`src/rtl/reg_write_arbiter_pkg.sv`:
```
// Shared types and constants for the register-write arbiter slice.
// Imported by the interface, the round-robin grant block and the top.
package reg_write_arbiter_pkg;

  localparam int NREQ = 3;
  localparam int DW   = 8;
  localparam int AW   = 3;
  localparam int SRCW = 2;

  localparam logic [SRCW-1:0] SRC_CLEAR = 2'd3;

  typedef enum logic {
    IDLE  = 1'b0,
    CLEAR = 1'b1
  } state_e;

  // Next requester index in the fixed 0 -> 1 -> 2 -> 0 rotation.
  function automatic logic [1:0] rrInc(input logic [1:0] idx);
    return (idx >= 2'd2) ? 2'd0 : idx + 2'd1;
  endfunction

endpackage

```
`src/rtl/reg_write_arbiter_if.sv`:
```
// Request/write-port bundle between requesters (master) and the arbiter (slave).
interface reg_write_arbiter_if #(
  parameter int NREQ = 3,
  parameter int DW   = 8,
  parameter int AW   = 3
);

  logic [NREQ-1:0]    req_valid;
  logic [NREQ*AW-1:0] req_addr;
  logic [NREQ*DW-1:0] req_data;
  logic [NREQ-1:0]    req_ready;
  logic               clr_start;
  logic               busy;
  logic               clr_done;
  logic               we3;
  logic [AW-1:0]      wa3;
  logic [DW-1:0]      wd3;
  logic [1:0]         src_id;
  logic               zero_drop;

  modport master (
    output req_valid, req_addr, req_data, clr_start,
    input  req_ready, busy, clr_done, we3, wa3, wd3, src_id, zero_drop
  );

  modport slave (
    input  req_valid, req_addr, req_data, clr_start,
    output req_ready, busy, clr_done, we3, wa3, wd3, src_id, zero_drop
  );

endinterface

```
`src/rtl/reg_write_arbiter_rr_arbiter3.sv`:
```
// Three-way round-robin grant: searches rr, rr+1, rr+2 (mod 3) for the first
// valid requester and returns a one-hot grant plus its index.
module rr_arbiter3
  import reg_write_arbiter_pkg::*;
(
  input  logic [2:0] valid_i,
  input  logic [1:0] rr_i,
  input  logic       enable_i,
  output logic [2:0] grant_o,
  output logic [1:0] idx_o
);

  logic       found;
  logic [1:0] cand;

  // An out-of-range pointer is folded to 0 so the search never indexes past bit 2.
  always_comb begin
    grant_o = '0;
    idx_o   = '0;
    found   = 1'b0;
    cand    = (rr_i > 2'd2) ? 2'd0 : rr_i;
    if (enable_i) begin
      for (int k = 0; k < 3; k++) begin
        if (!found && valid_i[cand]) begin
          grant_o[cand] = 1'b1;
          idx_o         = cand;
          found         = 1'b1;
        end
        cand = rrInc(cand);
      end
    end
  end

endmodule

```
`src/rtl/reg_write_arbiter.sv`:
```
// Register-bank write arbiter: round-robin merge of three write requesters
// onto one registered write port, plus a sequencer that zeroes registers 1..7.
module reg_write_arbiter
  import reg_write_arbiter_pkg::*;
#(
  parameter int NREQ = reg_write_arbiter_pkg::NREQ,
  parameter int DW   = reg_write_arbiter_pkg::DW,
  parameter int AW   = reg_write_arbiter_pkg::AW
) (
  input  logic                clk,
  input  logic                rst,
  reg_write_arbiter_if.slave  bus_io
);

  localparam logic [AW-1:0] CNT_FIRST = AW'(1);
  localparam logic [AW-1:0] CNT_LAST  = {AW{1'b1}};

  state_e          state_q, state_d;
  logic [1:0]      rrPtr_q, rrPtr_d;
  logic [AW-1:0]   clrCnt_q, clrCnt_d;
  logic            we3_q, we3_d;
  logic [AW-1:0]   wa3_q, wa3_d;
  logic [DW-1:0]   wd3_q, wd3_d;
  logic [SRCW-1:0] src_q, src_d;
  logic            zeroDrop_q, zeroDrop_d;
  logic            clrDone_q, clrDone_d;

  logic            arbEnable;
  logic            clrIssue;
  logic            busyFlag;
  logic [2:0]      grant;
  logic [1:0]      grantIdx;
  logic            accept;
  logic [AW-1:0]   selAddr;
  logic [DW-1:0]   selData;

  rr_arbiter3 u_rr_arbiter3 (
    .valid_i  (bus_io.req_valid),
    .rr_i     (rrPtr_q),
    .enable_i (arbEnable),
    .grant_o  (grant),
    .idx_o    (grantIdx)
  );

  assign accept  = |(grant & bus_io.req_valid);
  assign selAddr = bus_io.req_addr[int'(grantIdx)*AW +: AW];
  assign selData = bus_io.req_data[int'(grantIdx)*DW +: DW];

  always_ff @(posedge clk or posedge rst) begin
    if (rst) begin
      state_q <= IDLE;
    end else begin
      state_q <= state_d;
    end
  end

  // CLEAR keeps one tail cycle after the last counter write so busy covers
  // the cycle in which the wa3=7 write (and clr_done) is visible.
  always_comb begin
    state_d = state_q;
    unique case (state_q)
      IDLE:    if (bus_io.clr_start) state_d = CLEAR;
      CLEAR:   if (clrDone_q)        state_d = IDLE;
      default: state_d = IDLE;
    endcase
  end

  always_comb begin
    arbEnable = 1'b0;
    clrIssue  = 1'b0;
    busyFlag  = 1'b0;
    unique case (state_q)
      IDLE:    arbEnable = !bus_io.clr_start;
      CLEAR: begin
        busyFlag = 1'b1;
        clrIssue = !clrDone_q;
      end
      default: ;
    endcase
  end

  // Write-port next values; clear writes and accepted requests are mutually
  // exclusive because the arbiter is disabled throughout CLEAR.
  always_comb begin
    rrPtr_d    = rrPtr_q;
    clrCnt_d   = clrCnt_q;
    we3_d      = 1'b0;
    wa3_d      = wa3_q;
    wd3_d      = wd3_q;
    src_d      = src_q;
    zeroDrop_d = 1'b0;
    clrDone_d  = 1'b0;
    if (clrIssue) begin
      we3_d     = 1'b1;
      wa3_d     = clrCnt_q;
      wd3_d     = '0;
      src_d     = SRC_CLEAR;
      clrDone_d = (clrCnt_q == CNT_LAST);
      clrCnt_d  = (clrCnt_q == CNT_LAST) ? CNT_FIRST : clrCnt_q + AW'(1);
    end else if (accept) begin
      rrPtr_d = rrInc(grantIdx);
      wa3_d   = selAddr;
      wd3_d   = selData;
      src_d   = grantIdx;
      if (selAddr == '0) begin
        zeroDrop_d = 1'b1;
      end else begin
        we3_d = 1'b1;
      end
    end
  end

  always_ff @(posedge clk or posedge rst) begin
    if (rst) begin
      rrPtr_q    <= 2'd0;
      clrCnt_q   <= CNT_FIRST;
      we3_q      <= 1'b0;
      wa3_q      <= '0;
      wd3_q      <= '0;
      src_q      <= '0;
      zeroDrop_q <= 1'b0;
      clrDone_q  <= 1'b0;
    end else begin
      rrPtr_q    <= rrPtr_d;
      clrCnt_q   <= clrCnt_d;
      we3_q      <= we3_d;
      wa3_q      <= wa3_d;
      wd3_q      <= wd3_d;
      src_q      <= src_d;
      zeroDrop_q <= zeroDrop_d;
      clrDone_q  <= clrDone_d;
    end
  end

  assign bus_io.req_ready = grant;
  assign bus_io.busy      = busyFlag;
  assign bus_io.clr_done  = clrDone_q;
  assign bus_io.we3       = we3_q;
  assign bus_io.wa3       = wa3_q;
  assign bus_io.wd3       = wd3_q;
  assign bus_io.src_id    = src_q;
  assign bus_io.zero_drop = zeroDrop_q;

endmodule
```
`src/flat_wrapper.sv`:
```
// flat-port wrapper written by rule: the top's interface ports become plain ports
module reg_write_arbiter_flat import reg_write_arbiter_pkg::*;
#(
  parameter int NREQ = reg_write_arbiter_pkg::NREQ,
  parameter int DW   = reg_write_arbiter_pkg::DW,
  parameter int AW   = reg_write_arbiter_pkg::AW
)
  (clk, rst, bus_io_req_valid, bus_io_req_addr, bus_io_req_data, bus_io_clr_start, bus_io_req_ready, bus_io_busy, bus_io_clr_done, bus_io_we3, bus_io_wa3, bus_io_wd3, bus_io_src_id, bus_io_zero_drop);
  reg_write_arbiter_if #(.NREQ(NREQ), .DW(DW), .AW(AW)) bus_io_i ();
  input  logic clk;
  input  logic rst;
  input wire logic [$bits(bus_io_i.req_valid)-1:0] bus_io_req_valid;
  input wire logic [$bits(bus_io_i.req_addr)-1:0] bus_io_req_addr;
  input wire logic [$bits(bus_io_i.req_data)-1:0] bus_io_req_data;
  input wire logic [$bits(bus_io_i.clr_start)-1:0] bus_io_clr_start;
  output wire logic [$bits(bus_io_i.req_ready)-1:0] bus_io_req_ready;
  output wire logic [$bits(bus_io_i.busy)-1:0] bus_io_busy;
  output wire logic [$bits(bus_io_i.clr_done)-1:0] bus_io_clr_done;
  output wire logic [$bits(bus_io_i.we3)-1:0] bus_io_we3;
  output wire logic [$bits(bus_io_i.wa3)-1:0] bus_io_wa3;
  output wire logic [$bits(bus_io_i.wd3)-1:0] bus_io_wd3;
  output wire logic [$bits(bus_io_i.src_id)-1:0] bus_io_src_id;
  output wire logic [$bits(bus_io_i.zero_drop)-1:0] bus_io_zero_drop;
  assign bus_io_i.req_valid = bus_io_req_valid;
  assign bus_io_i.req_addr = bus_io_req_addr;
  assign bus_io_i.req_data = bus_io_req_data;
  assign bus_io_i.clr_start = bus_io_clr_start;
  assign bus_io_req_ready = bus_io_i.req_ready;
  assign bus_io_busy = bus_io_i.busy;
  assign bus_io_clr_done = bus_io_i.clr_done;
  assign bus_io_we3 = bus_io_i.we3;
  assign bus_io_wa3 = bus_io_i.wa3;
  assign bus_io_wd3 = bus_io_i.wd3;
  assign bus_io_src_id = bus_io_i.src_id;
  assign bus_io_zero_drop = bus_io_i.zero_drop;
  reg_write_arbiter #(.NREQ(NREQ), .DW(DW), .AW(AW)) u_core (.clk(clk), .rst(rst), .bus_io(bus_io_i));
endmodule
```
`config.mk`:
```
export PLATFORM = sky130hd
export DESIGN_NAME = reg_write_arbiter_flat
export DESIGN_NICKNAME = d
export VERILOG_FILES = /design/src/rtl/reg_write_arbiter_pkg.sv /design/src/rtl/reg_write_arbiter_if.sv /design/src/rtl/reg_write_arbiter_rr_arbiter3.sv /design/src/rtl/reg_write_arbiter.sv /design/src/flat_wrapper.sv
export SDC_FILE = /design/constraint.sdc
export NUM_CORES = 1
export LEC_CHECK = 0
export BUFFER_PORTS_ARGS = -buffer_cell sky130_fd_sc_hd__buf_4
export CAP_MARGIN = 25
export CORE_MARGIN = 8
export CORE_UTILIZATION = 50
export CTS_CLUSTER_SIZE = 25
export DETAILED_ROUTE_END_ITERATION = 7
export GPL_ROUTABILITY_DRIVEN = 0
export HOLD_SLACK_MARGIN = 0.08
export PLACE_DENSITY = 0.9
export SLEW_MARGIN = 10
export SYNTH_ARGS = -nofsm -noshare
export SYNTH_HDL_FRONTEND = slang
export SYNTH_SLANG_ARGS = --single-unit
```
`constraint.sdc`:
```
create_clock -name clk -period 3 [get_ports clk]
set_input_delay 0.45 -clock clk [delete_from_list [all_inputs] [get_ports clk]]
set_output_delay 0.45 -clock clk [all_outputs]
set_load 0.01 [all_outputs]
```
==> flow_summary.json <==
{
  "grt.total_usage_pct": 17.07,
  "diodes": 0,
  "vias": 1528,
  "cp.required_ps": 2550,
  "clockBufferDepth": 2,
  "cts_setup_buffers": 0,
  "internal_power_uw": 979.1,
  "yosysSeqAreaShare_pct": 32.62,
  "grt_setup_unrepaired": "no",
  "rows": 21,
  "fmax_mhz": 355.5,
  "layout.nets": 273,
  "cts_made_buffers": 3,
  "wl_per_cell_um": 16.00,
  "cp_data_arrival_time_ps": 2360,
  "critPathKind": "reg2out",
  "first_global_vias": 1542,
  "synth-seq-cells": 22,
  "sw_frac_of_total_pct": 41.23,
  "via_per_inst": 5.597,
  "p_seq_share_pct": 28.1,
  "synth_area_leader_cell": "dfrtp_1",
  "worst_pin_slew_ps": 800.0,
  "cts_root_buffer": "clkbuf_4",
  "synth-edff-count": 0,
  "dieArea_um2": 5500,
  "p_switching_uw": 687.0,
  "synth-simple-area-share_pct": 17.60,
  "synth-xor-area-share_pct": 0,
  "clkTransAtPathRegs_ps": 130,
  "start_util_pct": 51.50,
  "die_w_um": 74.17,
  "synth_area_per_cell_um2": 9.835,
  "fin_crit_sh_pct": 93.77,
  "final-max-slew-violation-count": 0,
  "crit_fanout": 8,
  "min_period_ps": 2813,
  "clkLatencyLatePin_ps": 320,
  "core-area_um2": 3284,
  "final_common_cell": "buf_4",
  "tns_ps": 0,
  "synth.top_cells.by_area": "dfrtp_1 (31%), mux2_4 (6.2%), ha_1 (4.4%)",
  "ios": 59,
  "design_area_um2": 2256,
  "routed_wl_um": 4368,
  "port_buffers": 58,
  "final_layout_size_suffix_gt1_share_pct": 42.29,
  "critPathLaunchType": "flop",
  "yosys.cell_types.count": 50,
  "dr.first_iter.drc_count": 129,
  "whs_ps": 268.3,
  "grt_start_max_net_pins": 33,
  "area_growth_syn_to_layout_pct": 33.36,
  "synth_top_family_by_area": "compound AO/OA/AOI/OAI gates",
  "p_leak_nw": 1.098,
  "die_h_um": 74.17,
  "cts_tree": "built",
  "grt_pass1_wl_um": 7293,
  "clkPwrFrac_pct": 13.9,
  "synth_compound_area_share_pct": 27.22,
  "syn-num-nets": 217,
  "setup_violations": 0,
  "synth_cells": 172,
  "hp-class": "in2async",
  "peakVddDrop_v": 0.0003701,
  "synth_top_area_share_pct": 31.07,
  "ant_nets": 0,
  "h-tree-depth": 1,
  "status": "finished, final reports clean",
  "hold_viol": 0,
  "crit_path_end_kind": "primary output",
  "drc": 0,
  "drv_cap": 0,
  "synthMuxAreaShare_pct": 10.65,
  "fin_skew_ps": 8.663,
  "synth_ff_type": "dfrtp_1",
  "cts_num_sinks": 22,
  "placed_area_um2": 2173,
  "final_cell_mix": "buf_4 (62), dfrtp_1 (21), nand2_1 (14), o21ai_1 (12), nand3_1 (11)",
  "cts_hold_buf": 0,
  "firstDrtPassIters": 4,
  "combinationalPowerShare_pct": 58.0,
  "yosys_warnings": 0,
  "final_util_pct": 68.69,
  "dp.final_hpwl_um": 3408,
  "post_cts_resized": 0,
  "power_density_nw_per_um2": 738.5,
  "netlist_area_um2": 1692,
  "async_flop_share_pct": 100.0,
  "antenna_found_initial": 0,
  "synth-adder-area-share_pct": 4.438,
  "grt_overflow": 0,
  "relSlewSlack_pct": 46.61
}
synth_stat cells (3+ instances only):
cell type and n:
a21o_1 3, a21oi_1 6, a22oi_1 9, a31oi_1 3, and2_1 4, buf_2 5, clkbuf_1 4, dfrtp_1 21
ha_1 6, inv_1 9, mux2_4 7, mux2i_1 3, nand2_1 14, nand2b_1 5, nand3_1 11, nor2_1 5
nor2b_1 4, o21ai_0 3, o21ai_1 12
flip-flops by register name, indices dropped and copies added (netlist names):
name / count
u_core.bus_io.wd3: 8
u_core.bus_io.wa3: 3
u_core.bus_io.src_id: 2
u_core.state_q: 1
u_core.bus_io.zero_drop: 1
u_core.bus_io.clr_done: 1
u_core.clrCnt_q: 3
u_core.bus_io.we3: 1
u_core.rrPtr_q: 2
stage by stage:
| step | setup WS (ps) | power [mW] | std cells |
|---|---|---|---|
| 2_1_floorplan | 513.4 | 1.131 | 172 |
| 3_3_place_gp | 346.0 | 1.366 | 269 |
| 3_5_place_dp | 204.8 | 1.400 | 269 |
| 4_1_cts | 47.28 | 1.632 | 273 |
| 5_1_grt | 25.15 | 1.795 | 273 |
| 6_report | 187.0 | 1.666 | 273 |
final cells by class:
| cell class | count | area, µm² |
|---|---|---|
| multi-input cells | 127 | 1051 |
| fillers | 247 | 1028 |
| flip-flops and latches | 22 | 551.8 |
| repair buffers | 64 | 505.5 |
| well taps | 46 | 57.56 |
| inverters | 10 | 37.54 |
| clock inverters | 1 | 30.03 |
| clock buffers | 3 | 22.52 |
power by group through the flow:
stage	clock [mW]	sequential (mW)	combinational, mW
after floorplan	0	0.479	0.652
after global placement	0	0.461	0.904
after detailed placement	0	0.470	0.930
after CTS	0.234	0.464	0.933
after global routing	0.251	0.479	1.06
final	0.231	0.468	0.967
critical path: stages (launching register included):
cell and delay [ps]:
dfrtp_1 450, inv_1 130, ha_2 290, a21o_1 140, a31oi_1 90, buf_4 150
nor4_4 310, a21o_1 220, and2_1 150, buf_4 120
layer usage:
layer | up-vias | global-route usage, % | part of all wire, %
li1 | 740 | - | -
met1 | 701 | 21.08 | 41
met2 | 80 | 26.27 | 47
met3 | 7 | 5.391 | 9.9
met4 | 0 | 7.982 | 2.1
met5 | - | 0 | 0
cell families (layout without fill, tap and decap cells):
group | after synthesis | in the layout
AND/OR/NAND/NOR | 51 | 51
buffers and inverters | 23 | 78
AO/OA/AOI/OAI | 57 | 57
multiplexers | 13 | 13
flip-flops | 22 | 22
adder cells (fa/ha/maj) | 6 | 6
final timing paths:
kind	start	endpoint	slack (ps)	cells past startpoint
setup reg to reg	u_core.rrPtr_q[0]	u_core.bus_io.we3	260	10
hold reg to reg	u_core.bus_io.wd3[3]	u_core.bus_io.wd3[3]	520	2
max in group asynchronous	rst	u_core.rrPtr_q[1]	2230	2
min in group clk	bus_io_req_data[19]	u_core.bus_io.wd3[3]	410	3
hold / removal	rst	u_core.bus_io.wd3[7]	270	2
setup / recovery	u_core.rrPtr_q[0]	bus_io_req_ready[1]	190	9
No activity file was read; power rests on OpenSTA's default activity.
